<file path="src/rtl/instr_decode_pkg.sv">
// Shared definitions for the instruction decoder: opcodes, decode states,
// special instruction encodings and the branch offset table.
package instr_decode_pkg;

  typedef enum logic [2:0] {
    OP_ADD   = 3'b000,
    OP_SUB   = 3'b001,
    OP_LOAD  = 3'b010,
    OP_STORE = 3'b011,
    OP_MOV   = 3'b100,
    OP_BLT   = 3'b101,
    OP_BNE   = 3'b110,
    OP_SYS   = 3'b111
  } opcode_e;

  typedef enum logic [1:0] {
    ST_IDLE   = 2'd0,
    ST_RUN    = 2'd1,
    ST_HALTED = 2'd2
  } state_e;

  localparam logic [8:0] NOP_INSTR   = 9'h1C0;
  localparam logic [8:0] HALT_INSTR  = 9'h1FF;
  localparam logic [5:0] SYS_HALT    = 6'h3F;
  localparam int         BR_LUT_DEPTH = 32;

  // Offsets are relative to the already-advanced PC and wrap modulo 256.
  localparam logic [7:0] BR_LUT [BR_LUT_DEPTH] = '{
    8'h02, 8'h04, 8'h08, 8'hFC,
    8'hF8, 8'h10, 8'hF0, 8'h20,
    8'hE0, 8'h03, 8'hFD, 8'h05,
    8'hFB, 8'h07, 8'hF9, 8'h0C,
    8'hF4, 8'h18, 8'hE8, 8'h30,
    8'hD0, 8'h01, 8'hFF, 8'h06,
    8'hFA, 8'h0A, 8'hF6, 8'h14,
    8'hEC, 8'h40, 8'hC0, 8'h7F
  };

  // SYS with any operand other than HALT behaves as a NOP.
  function automatic logic is_nop(input logic [8:0] ir);
    return (ir[8:6] == OP_SYS) && (ir[5:0] != SYS_HALT);
  endfunction

endpackage

</file>
<file path="src/rtl/instr_decode_br_lut.sv">
// Combinational branch offset lookup: 5-bit index into the shared 32x8 table.
module br_lut
  import instr_decode_pkg::*;
(
  input  logic [4:0] idx,
  output logic [7:0] offset
);

  logic [7:0] masked [BR_LUT_DEPTH];

  // One-hot select per entry, then OR-reduce; only the matching entry is non-zero.
  for (genvar gi = 0; gi < BR_LUT_DEPTH; gi++) begin : g_entry
    assign masked[gi] = (idx == 5'(gi)) ? BR_LUT[gi] : 8'h00;
  end

  always_comb begin
    offset = 8'h00;
    for (int i = 0; i < BR_LUT_DEPTH; i++) begin
      offset = offset | masked[i];
    end
  end

endmodule

</file>
<file path="src/rtl/instr_decode.sv">
// Instruction register, IDLE/RUN/HALTED sequencing and combinational decode
// of the held instruction, plus a saturating count of executed instructions.
module instr_decode
  import instr_decode_pkg::*;
(
  input  logic        clk,
  input  logic        reset,
  input  logic        start,
  input  logic [8:0]  instr,
  input  logic        flush,
  output logic        halt,
  output logic        branchsig,
  output logic        branchtype,
  output logic [7:0]  branch_offset,
  output logic [2:0]  alu_op,
  output logic [5:0]  operand,
  output logic        reg_we,
  output logic        mem_we,
  output logic        mem_re,
  output logic [15:0] instr_count
);

  state_e      state_reg;
  logic [8:0]  ir_reg;
  logic [15:0] count_reg;
  logic [7:0]  lut_offset;
  opcode_e     op;
  logic        is_run;

  assign op     = opcode_e'(ir_reg[8:6]);
  assign is_run = (state_reg == ST_RUN);

  always_ff @(posedge clk) begin
    if (reset) begin
      state_reg <= ST_IDLE;
      ir_reg    <= NOP_INSTR;
      count_reg <= 16'h0000;
    end else begin
      case (state_reg)
        ST_IDLE: begin
          ir_reg <= NOP_INSTR;
          if (start) begin
            state_reg <= ST_RUN;
            ir_reg    <= instr;
          end
        end
        ST_RUN: begin
          if (!is_nop(ir_reg) && (count_reg != 16'hFFFF)) begin
            count_reg <= count_reg + 16'd1;
          end
          // HALT wins over a simultaneous flush and stays in IR.
          if (ir_reg == HALT_INSTR) begin
            state_reg <= ST_HALTED;
          end else if (flush) begin
            ir_reg <= NOP_INSTR;
          end else begin
            ir_reg <= instr;
          end
        end
        ST_HALTED: begin
          state_reg <= ST_HALTED;
        end
        default: begin
          state_reg <= ST_IDLE;
          ir_reg    <= NOP_INSTR;
        end
      endcase
    end
  end

  br_lut u_br_lut (
    .idx    (ir_reg[4:0]),
    .offset (lut_offset)
  );

  always_comb begin
    halt          = !is_run || (ir_reg == HALT_INSTR);
    branchsig     = 1'b0;
    branchtype    = 1'b0;
    branch_offset = 8'h00;
    alu_op        = 3'b000;
    operand       = 6'h00;
    reg_we        = 1'b0;
    mem_we        = 1'b0;
    mem_re        = 1'b0;
    if (is_run) begin
      alu_op  = ir_reg[8:6];
      operand = ir_reg[5:0];
      case (op)
        OP_ADD, OP_SUB, OP_MOV: reg_we = 1'b1;
        OP_LOAD: begin
          reg_we = 1'b1;
          mem_re = 1'b1;
        end
        OP_STORE: mem_we = 1'b1;
        OP_BLT, OP_BNE: begin
          branchsig     = 1'b1;
          branchtype    = (op == OP_BNE);
          branch_offset = lut_offset;
        end
        default: ;
      endcase
    end
  end

  assign instr_count = count_reg;

endmodule

</file>
<file path="config.mk">
export PLATFORM = sky130hd
export DESIGN_NAME = instr_decode
export DESIGN_NICKNAME = d
export VERILOG_FILES = /design/src/rtl/instr_decode_pkg.sv /design/src/rtl/instr_decode_br_lut.sv /design/src/rtl/instr_decode.sv
export SDC_FILE = /design/constraint.sdc
export NUM_CORES = 1
export LEC_CHECK = 0
export CELL_PAD_IN_SITES_DETAIL_PLACEMENT = 0
export CELL_PAD_IN_SITES_GLOBAL_PLACEMENT = 1
export CORE_UTILIZATION = 38
export DETAILED_ROUTE_END_ITERATION = 16
export PLACE_DENSITY = 0.85
export SYNTH_ARGS = -nofsm -noshare
export SYNTH_HDL_FRONTEND = slang
export SYNTH_HIERARCHICAL = 1
export SYNTH_SLANG_ARGS = --single-unit
</file>
<file path="constraint.sdc">
create_clock -name clk -period 3.2 [get_ports clk]
set_input_delay 0.64 -clock clk [delete_from_list [all_inputs] [get_ports clk]]
set_output_delay 0.64 -clock clk [all_outputs]
set_load 0.01 [all_outputs]
</file>
==> results of run 1 <==
-- kinds of logic after synthesis --
group,count (synthesis),synth area share
AO/OA/AOI/OAI,46,0.165
multiplexers,4,0.0203
XOR/XNOR,12,0.0555
AND/OR/NAND/NOR,139,0.374
adder cells (fa/ha/maj),4,0.0247
buffers and inverters,30,0.0943
flip-flops,27,0.266
-- cell usage in the layout, fill, tap and decap left out, types with 3 or more instances in the layout --
master and n:
a21oi_1 9, a31oi_1 5, and2_1 16, and3_1 4
and4_1 4, buf_4 10, clkbuf_8 3, clkdlybuf4s50_1 51
dfxtp_1 26, ha_1 4, inv_1 7, mux2i_1 3
nand2_1 23, nand2b_1 6, nand3_1 15, nand4_1 6
nor2_1 22, nor2b_1 6, nor3_1 13, nor3b_1 3
nor4_1 6, o21ai_0 9, xnor2_1 11
-- metrics by stage --
stage               area [µm²]  hold slack [ns]  cells
global placement          2540            0.492    372
finish                    2590            0.507    376
detailed placement        2540            0.494    372
floorplan                 2030            0.458    262
global route              2590            0.540    376
CTS                       2590            0.509    376
-- worst max-delay path: stages (launching register included) --
cell             delay [ns]
dfxtp_1                0.58
nand2b_1               0.22
o22ai_2                0.10
a2111oi_2              0.36
and2_1                 0.17
clkdlybuf4s50_1        0.52
-- final timing paths --
check / from / to / slack [ns] / depth (start not counted)
min: ir_reg[5] / ir_reg[5] / 0.51 / 2
max reg2reg: ir_reg[0] / instr_count[15] / 0.94 / 6
min reg2reg: ir_reg[5] / ir_reg[5] / 0.51 / 2
max: ir_reg[0] / branch_offset[5] / 0.33 / 5
-- cell type report --
cell class	count	share of cell area
clock inverters	1	0.00193
inverters	9	0.0130
flip-flops and latches	27	0.209
multi-input cells	205	0.500
well taps	70	0.0338
clock buffers	3	0.0159
repair buffers	61	0.226
-- power breakdown --
| group | leakage [nW] | internal (mW) | switching, mW | total, mW |
|---|---|---|---|---|
| clock network | 0.0255 | 0.0875 | 0.114 | 0.201 |
| registers | 0.220 | 0.358 | 0.0462 | 0.405 |
| logic | 0.641 | 0.178 | 0.191 | 0.369 |
| total | 0.886 | 0.624 | 0.351 | 0.975 |
-- per-layer routing --
metal / track usage / wire, µm / vias to the layer above
li1: - / - / 1023
met1: 0.244 / 2360 / 895
met2: 0.274 / 2050 / 44
met3: 0.0241 / 187 / 5
met4: 0.0377 / 40 / 0
met5: 0 / 0 / -
==> results.toml, run 1 <==
[sta]
fin_tns_setup_ns = 0
finalHoldViolations = 0
skew_ns = 0.00552
fin_crit_sh = 0.897
clock.fmax_mhz = 348
maxSlewHeadroom = 0.536
min_period_ns = 2.87
timing.final.ws_setup_ns = 0.330
drv_slew = 0
tightest_slew_ns = 0.696
setup_violations = 0
rsz0062_at_grt = "false"

[job]
max-cap-violations = 0

[final_layout]
largest_reg_flops = 16
drive_gt1_frac = 0.0817
regArea_um2 = 542
area_growth_syn_to_layout_pct = 27.7
fin_nets = 324
antenna-diode-count = 0
nFillCells = 542
final_util = 0.504
multi_input_area_um2 = 1300

[drt]
dr.pass1.iters = 4
via_per_inst = 5.23
wl_per_cell_um = 12.3
wl_mm = 4.64
route.detailed.drc = 0
postRouteAntennaNets = 0
via_count = 1967
drtIter0Drc = 89

[logic_synthesis]
synth_edf_count = 0
synthFlopType = "dfxtp_1"
synth_common_cells = "27 x dfxtp_1, 23 x nand2_1, 22 x nor2_1"
synthCells = 262
yosysMostFrequentCell = "dfxtp_1"
synthArstFlopShare = 0
ys_ff_latch = 27
synth_cell_type_count = 59
yosysWarningCount = 6
yosysTopAreaCell = "dfxtp_1"
yosys.area.top_type_share = 0.266
avgSynthCellArea_um2 = 7.75
synth_area_um2 = 2030
syn-num-nets = 279
netlist_top_cells_area = "dfxtp_1 27%, and2_1 4.9%, xnor2_1 4.7%"
seq_area_frac_synth = 0.266

[placement]
port_buffers = 51
gp_congestion = 0.796
dp_hpwl_mm = 3.42
dp_slack_ns = 0.488

[run_status]
status = "finished clean"

[grt]
overflow = 0
grt_pass1_vias = 1713
grt_start_max_net_pins = 27
grt_util_all_layers = 0.171
grt_pass1_wl_mm = 7.69
antenna_found_initial = 0

[power_and_ir_drop]
power_mw = 0.975
powerDensity_nw_per_um2 = 376
irDropWorstVdd_uv = 223
cellLeakagePower_nw = 0.886

[floorplan]
die_h_um = 75.1
die-area_um2 = 5640
die_width_um = 75.1
rows = 26
start_util = 0.395
core_area_um2 = 5140
pin_count = 52

[cts]
path_clk_slew_ns = 0.10
post_cts_buffers = 0
root_buffer = "clkbuf_8"
htreeDepth = 1
cts_tree = "built"
insertion_delay_ns = 0.28
clock_path_buffers = 2
cts_resized = 0
cts_hold_buf = 0
cts.sink_count = 27
numCtsBuffers = 3

[critical_path]
cp.arrival_ns = 2.23
worst_setup_path_end_kind = "output pin"
worstSetupStartpointType = "flop"
worst-setup-path-type = "flop to output pin"
cp_data_required_time_ns = 2.56
crit_fanout = 15

[min_path]
hold_class = "flop to flop"
Power figures use the tool's default switching activity.
==> inputs of run 2 (changes only) <==
--- a/config.mk
+++ b/config.mk
@@ -5,6 +5,7 @@
 export SDC_FILE = /design/constraint.sdc
 export NUM_CORES = 1
 export LEC_CHECK = 0
+export ABC_CLOCK_PERIOD_IN_PS = 3200
 export CELL_PAD_IN_SITES_DETAIL_PLACEMENT = 0
 export CELL_PAD_IN_SITES_GLOBAL_PLACEMENT = 1
 export CORE_UTILIZATION = 38
==> results of run 2 <==
Final layout, timing and power as in run 1 (identical DEF).
